File: config.mk
export PLATFORM = sky130hd
export DESIGN_NAME = line_mem_arbiter
export DESIGN_NICKNAME = d
export VERILOG_FILES = /design/src/rtl/line_mem_arbiter.sv
export SDC_FILE = /design/constraint.sdc
export NUM_CORES = 2
export LEC_CHECK = 0
export ABC_AREA = 1
export CAP_MARGIN = 40
export CORE_AREA = 2 2 388 390
export CTS_BUF_LIST = sky130_fd_sc_hd__clkbuf_16
export DETAILED_ROUTE_END_ITERATION = 6
export DIE_AREA = 0 0 390 392
export GPL_TIMING_DRIVEN = 0
export HOLD_SLACK_MARGIN = 0.05
export PLACE_DENSITY_LB_ADDON = 0.25
export SYNTH_ARGS = -nofsm -noshare
export SYNTH_HDL_FRONTEND = slang
export SYNTH_SLANG_ARGS = --single-unit
File: constraint.sdc
create_clock -name clk -period 3.8 [get_ports clk]
set_clock_uncertainty 0.2 [all_clocks]
set_input_delay 0.76 -clock clk [delete_from_list [all_inputs] [get_ports clk]]
set_output_delay 0.76 -clock clk [all_outputs]
set_load 0.02 [all_outputs]
File: src/rtl/line_mem_arbiter.sv
// Serves one I-cache or D-cache line transfer at a time on the burst memory port; D-side wins in IDLE.
// Response arrives 5 cycles after the request plus one per memory stall; requesters hold their request until resp.
module line_mem_arbiter #(
  parameter int BURST_LEN = 4,
  parameter int BEAT_W    = 64,
  parameter int LINE_W    = BURST_LEN*BEAT_W
) (
  input  logic              clk,
  input  logic              rst,
  input  logic              icache_pmem_read,
  input  logic [31:0]       icache_pmem_address,
  output logic [LINE_W-1:0] icache_pmem_rdata,
  output logic              icache_pmem_resp,
  input  logic              dcache_pmem_read,
  input  logic              dcache_pmem_write,
  input  logic [31:0]       dcache_pmem_address,
  input  logic [LINE_W-1:0] dcache_pmem_wdata,
  output logic [LINE_W-1:0] dcache_pmem_rdata,
  output logic              dcache_pmem_resp,
  output logic              pmem_read,
  output logic              pmem_write,
  output logic [31:0]       pmem_address,
  input  logic [BEAT_W-1:0] pmem_rdata,
  output logic [BEAT_W-1:0] pmem_wdata,
  input  logic              pmem_resp
);
  localparam int CW = (BURST_LEN > 1) ? $clog2(BURST_LEN) : 1;
  localparam logic [CW-1:0] LAST = CW'(BURST_LEN-1);
  localparam logic [31:0] ADDR_MASK = 32'hFFFF_FFE0;

  typedef enum logic [2:0] {IDLE, I_READ, D_READ, D_WRITE, I_DONE, D_DONE} state_t;

  state_t            state;
  logic [CW-1:0]     cnt;
  logic [31:0]       addr;
  logic [LINE_W-1:0] line;
  logic [LINE_W-1:0] fill;

  // Line buffer with the incoming beat merged in, so the last beat lands in rdata on the same edge.
  always_comb begin
    fill = line;
    fill[BEAT_W*cnt +: BEAT_W] = pmem_rdata;
  end

  always_ff @(posedge clk) begin
    if (rst) begin
      state             <= IDLE;
      cnt               <= '0;
      addr              <= '0;
      line              <= '0;
      icache_pmem_rdata <= '0;
      dcache_pmem_rdata <= '0;
    end else begin
      case (state)
        IDLE: begin
          cnt <= '0;
          if (dcache_pmem_write) begin
            state <= D_WRITE;
            addr  <= dcache_pmem_address & ADDR_MASK;
            line  <= dcache_pmem_wdata;
          end else if (dcache_pmem_read) begin
            state <= D_READ;
            addr  <= dcache_pmem_address & ADDR_MASK;
          end else if (icache_pmem_read) begin
            state <= I_READ;
            addr  <= icache_pmem_address & ADDR_MASK;
          end
        end
        I_READ, D_READ: begin
          if (pmem_resp) begin
            line <= fill;
            cnt  <= cnt + CW'(1);
            if (cnt == LAST) begin
              if (state == I_READ) begin
                icache_pmem_rdata <= fill;
                state             <= I_DONE;
              end else begin
                dcache_pmem_rdata <= fill;
                state             <= D_DONE;
              end
            end
          end
        end
        D_WRITE: begin
          if (pmem_resp) begin
            cnt <= cnt + CW'(1);
            if (cnt == LAST) state <= D_DONE;
          end
        end
        I_DONE, D_DONE: state <= IDLE;
        default:        state <= IDLE;
      endcase
    end
  end

  assign pmem_read        = (state == I_READ) || (state == D_READ);
  assign pmem_write       = (state == D_WRITE);
  assign icache_pmem_resp = (state == I_DONE);
  assign dcache_pmem_resp = (state == D_DONE);
  assign pmem_address     = addr;
  assign pmem_wdata       = line[BEAT_W*cnt +: BEAT_W];

endmodule

# --- Word-level counts from Yosys, hierarchy flattened ---
# Index checks and enable logic that the tools add are counted.
word_totals:
  reg_bits: 805
  input_bits: 390
  out_inout_bits: 612
  word_cells: 56
classes:
  n_addsub: 2
  eq_ne: 13
  n_shift: 3
  mux: 18
  bitwise: 1
  n_reduce_logical: 13
op_table:
  columns: ["cell", "count"]
  rows:
  - ["$mux 256", 2]
  - ["$pmux 256 s2", 1]
  - ["$bwmux 256", 1]
  - ["$shift 64x34->256 const A", 1]
  - ["$shiftx 256x9->64", 1]
  - ["$shiftx 64x34->256", 1]
  - ["$mux 32", 3]
  - ["$neg 8->34", 1]
  - ["$mux 3", 7]
  - ["$pmux 3 s3", 1]
  - ["$reduce_and 4->1", 2]
  - ["$eq 3x2->1 const B", 2]
  - ["$eq 3x3->1 const B", 2]
  - ["$ne 2x1->1 const B", 3]
  - ["$ne 2x2->1 const B", 3]
  - ["$reduce_and 5->1", 1]
  - ["$ne 4x4->1 const B", 1]
  - ["$pmux 2 s2", 1]
  - ["$reduce_and 2->1", 2]
  - ["$reduce_bool 2->1", 2]
  - ["$eq 3x1->1 const B", 1]
  - ["$logic_not 3->1", 1]
  - ["$reduce_and 3->1", 1]
  - ["$reduce_bool 3->1", 1]
  - ["other kinds (8)", 8]

# --- Depth between registers and ports, before layout ---
logic_depth:
  depth_word: 5
  ltp_mapped: 15
  depth_no_buf: 10

# --- Worst setup path after synthesis ---
# OpenSTA, ideal clock, no wires.
synth_timing:
  kind: "register to register"
  startpoint: "register cnt[0]"
  endpoint: "register line[38]"
  setup_time_ps: 64
  arrival_ps: 2406
  t_required_ps: 3536
  slack_ps: 1130
  stages_incl_launch_ff: 14
  path_buffers: 4
  period_less_slack_ps: 2670
  cell_sequence: "dfxtp_1 -> inv_1 -> clkbuf_1 -> clkbuf_1 -> ha_1 -> nor2_1 -> buf_2 -> buf_1 -> nand3_1 -> nand2_1 -> nand2_1 -> nand2_1 -> nor2_1 -> nor2_1"
synth_via:
  elab_chain_len: 5
  elab_cells_between_ends: 6
  classes_between: "add/sub: 1; shift: 2; mux: 3"
synth_rtl:
  columns: ["item", "line", "source"]
  rows:
  - ["from (decl)", "34", "logic [CW-1:0] cnt;"]
  - ["from (signal assigned)", "72", "cnt <= cnt + CW'(1);"]
  - ["from (signal assigned)", "86", "cnt <= cnt + CW'(1);"]
  - ["$neg 8->34 (*)", "42", "fill[BEAT_W*cnt +: BEAT_W] = pmem_rdata;"]
  - ["$shiftx 64x34->256 or $shift 64x34->256 (tied branches)", "42", null]
  - ["$bwmux 256 (*)", "42", null]
  - ["$mux 256 (*)", "70", "if (pmem_resp) begin"]
  - ["$pmux 256 s2 (*)", "54", "case (state)"]
  - ["to (signal assigned)", "60", "line <= dcache_pmem_wdata;"]
  - ["to (signal assigned)", "71", "line <= fill;"]
  - ["to (decl)", "36", "logic [LINE_W-1:0] line;"]
# Mark *: on every way between the ends. The rest lies on a longest branch, timed or not. The select of a mux whose other input is x is not followed.
# A chain may end at the register's enable or synchronous reset.

# --- Worst setup path after layout ---
layout_timing:
  startpoint: "register cnt[1]"
  endpoint: "register line[209]"
# Same word-level chain as after synthesis.

==> flow_summary.yaml <==
status:
  status: "finished, violations left"
  violations: "negative setup slack"
timing:
  drv_slew: 0
  setup_viol: 11
  fin_setup_tns_ns: -0.300
  fin_crit_sh: 1.03
  post-route-min-period_ns: 3.91
  slew_headroom: 0.418
  hold_viol_final: 0
  setup_slack_ns: -0.114
  tightest_slew_ns: 0.870
  timing.fmax_mhz: 256
clock_tree:
  ctsRootBufferMaster: "clkbuf_16"
  clock_path_buffers: 3
  cts_num_sinks: 800
  cts_tree: "built"
  h-tree-depth: 3
  hold_buffers: 0
  cts_made_buffers: 99
  cts.clk_slew.worst_paths_ns: 0.07
  clkLatencyLatePin_ns: 0.77
die:
  start_util: 0.258
  fp.dieArea_mm2: 0.153
  io_pins: 1002
  die_h_um: 392
  row_count: 142
  fp.dieW_um: 390
  core-area_mm2: 0.149
detailed_routing:
  drtAntennaViolNets: 0
  viasPerCell: 5.14
  drt_iter0_markers: 5006
  wirelength_um: 271000
  via_count: 46600
  wl_per_cell_um: 29.9
  drc: 0
  drt_first_pass_iters: 6
power_and_ir_drop:
  finalPower_w: 0.0373
  leakage_nw: 24.4
  power_density_mw_per_mm2: 670
  irDropWorstVdd_mv: 0.408
worst_setup_path:
  worst-setup-path-type: "reg2reg"
  end_kind: "flip-flop"
  cp-start-kind: "flip-flop"
  cp_data_required_time_ns: 4.31
  slowest_stage: "o21bai_1"
  worstPathCellList: "inv_1, clkbuf_2, buf_8, clkbuf_4, buf_6, ha_1, nor2_1, nand2_1, clkbuf_2, o21bai_1, nand2_1, nand2_1, nor2_1, nor2_1"
  max_stage_delay_ns: 0.61
  cp_max_fo: 10
  crit_arrival_ns: 4.42
logic_synthesis:
  synth_warnings: 0
  syn-cell-area_mm2: 0.0384
  synthCells: 5851
  synth_compound_area_frac: 0.179
  synth_top_area_share: 0.417
  synth-simple-area-share: 0.311
  yosys.area.top_type: "dfxtp_1"
  synth_seq_cells: 800
  seq_area_frac_synth: 0.417
  synthMuxAreaShare: 0
  synth_area_per_cell_um2: 6.57
  synth_xor_area_frac: 0
  synth_top_family_by_area: "simple AND/OR/NAND/NOR gates"
  synth-adder-area-share: 0.00195
  ys_types: 25
  synthTopCellsByArea: "dfxtp_1 42%, nand2_1 15%, o21ai_0 8.8%, nor2_1 8.1%, a21oi_1 6.3%"
layout:
  drive_gt1_frac: 0.0810
  nets: 7401
  stdcell_count: 9075
  fin_util: 0.374
  area_growth_pct: 44.8
  fill_cells: 16200
global_routing:
  overflow: 0
  track_usage: 0.341
  antenna_found_initial: 87
  grt_pass1_vias: 44100
  grt_pass1_wl_um: 360000
  grt_max_degree: 20
placement:
  dp_cells: 8848
  place_congestion: 0.994
  dpl.hpwl_um: 219000
  io_buffers: 986
flow_run:
  cap_violations: 0
worst_hold_path:
  hold_class: "reg2reg"
power breakdown:
group	total [W]	leakage, nW	switching (W)	internal, W
logic	0.0168	16.2	0.0119	0.00484
clock network	0.00993	1.67	0.00431	0.00562
registers	0.0106	6.51	0.00110	0.00949
total	0.0373	24.4	0.0173	0.0199
flip-flops by register name, indices dropped and copies added (netlist names):
signal             count
state                  3
icache_pmem_rdata    256
pmem_address          27
cnt                    2
dcache_pmem_rdata    256
line                 256
metal layers:
layer	up-vias	part of all wire	global-route usage
li1	21200	-	-
met1	22400	0.40	0.414
met2	2490	0.44	0.532
met3	549	0.094	0.0906
met4	46	0.069	0.220
met5	-	0.0011	0
cell usage after synthesis:
cell,number
conb_1,1
dfxtp_1,800
buf_2,190
a21oi_2,1
nor2_2,4
nor3_1,1
a21boi_1,1
nor2_1,834
a21oi_1,483
o22ai_1,64
nand3b_1,256
inv_1,382
nand2_1,1583
nor4_1,1
clkbuf_1,250
a31oi_1,32
nand3_1,179
o21bai_1,64
inv_2,5
ha_1,6
buf_4,5
clkinv_1,1
o21ai_0,672
nand2_2,1
buf_1,35
path summary, 6_finish.rpt:
kind	start	end	slack, ns	cells after the start
setup / recovery	cnt[1]	line[209]	-0.11	14
hold / removal	state[2]	state[2]	0.28	1
setup reg to reg	cnt[1]	line[209]	-0.11	14
hold reg to reg	state[2]	state[2]	0.28	1
repair_timing:
item,4_1_cts,5_1_grt
gates resized for setup,280,34
pin swaps,21,7
buffers inserted,2,0
endpoints found under the setup margin,536,60
cell type report:
cell class / instances / area (um^2) / share of cell area
antenna: 45 / 113 / 0.00202
buffer: 478 / 2270 / 0.0408
clock buffer: 100 / 2500 / 0.0450
clock inverter: 82 / 772 / 0.0139
inverter: 388 / 1460 / 0.0262
multi-input combinational: 4187 / 19400 / 0.349
sequential: 800 / 16000 / 0.288
tap: 1944 / 2430 / 0.0437
timing repair buffer: 1051 / 10700 / 0.192
placed cells by master, fill, tap and decap left out, types with 45 or more instances in the layout:
cell             count
a21oi_1            483
buf_2              192
clkbuf_1           201
clkbuf_16          101
clkdlybuf4s50_1    921
dfxtp_1            798
diode_2             45
inv_1              398
nand2_1           1583
nand3_1            179
nand3b_1           256
nor2_1             832
o21ai_0            663
o21bai_1            61
o22ai_2             49
cell families (layout without fill, tap and decap cells):
logic type | Yosys count | in the layout
compound gates | 1317 | 1317
fa+ha+maj | 6 | 6
buf+inv | 868 | 2099
flops | 800 | 800
other cells | 1 | 50
simple gates | 2859 | 2859
worst max-delay path: cells and delay by family (launching register included):
kind            cells  cell delay [ns]
fa+ha+maj           1             0.30
flops               1             0.35
buf+inv             6             1.37
compound gates      1             0.61
simple gates        6             1.01
per-stage QoR:
stage | hold WS, ns | setup WS (ns) | cell area, um^2
detailed placement | 0.263 | -1.09 | 51600
finish | 0.279 | -0.114 | 55600
CTS | 0.271 | -0.000287 | 55500
floorplan | 0.243 | 1.13 | 38400
global route | 0.290 | -0.000682 | 55600
global placement | 0.259 | -2.11 | 50700
Power figures use the tool's default switching activity.
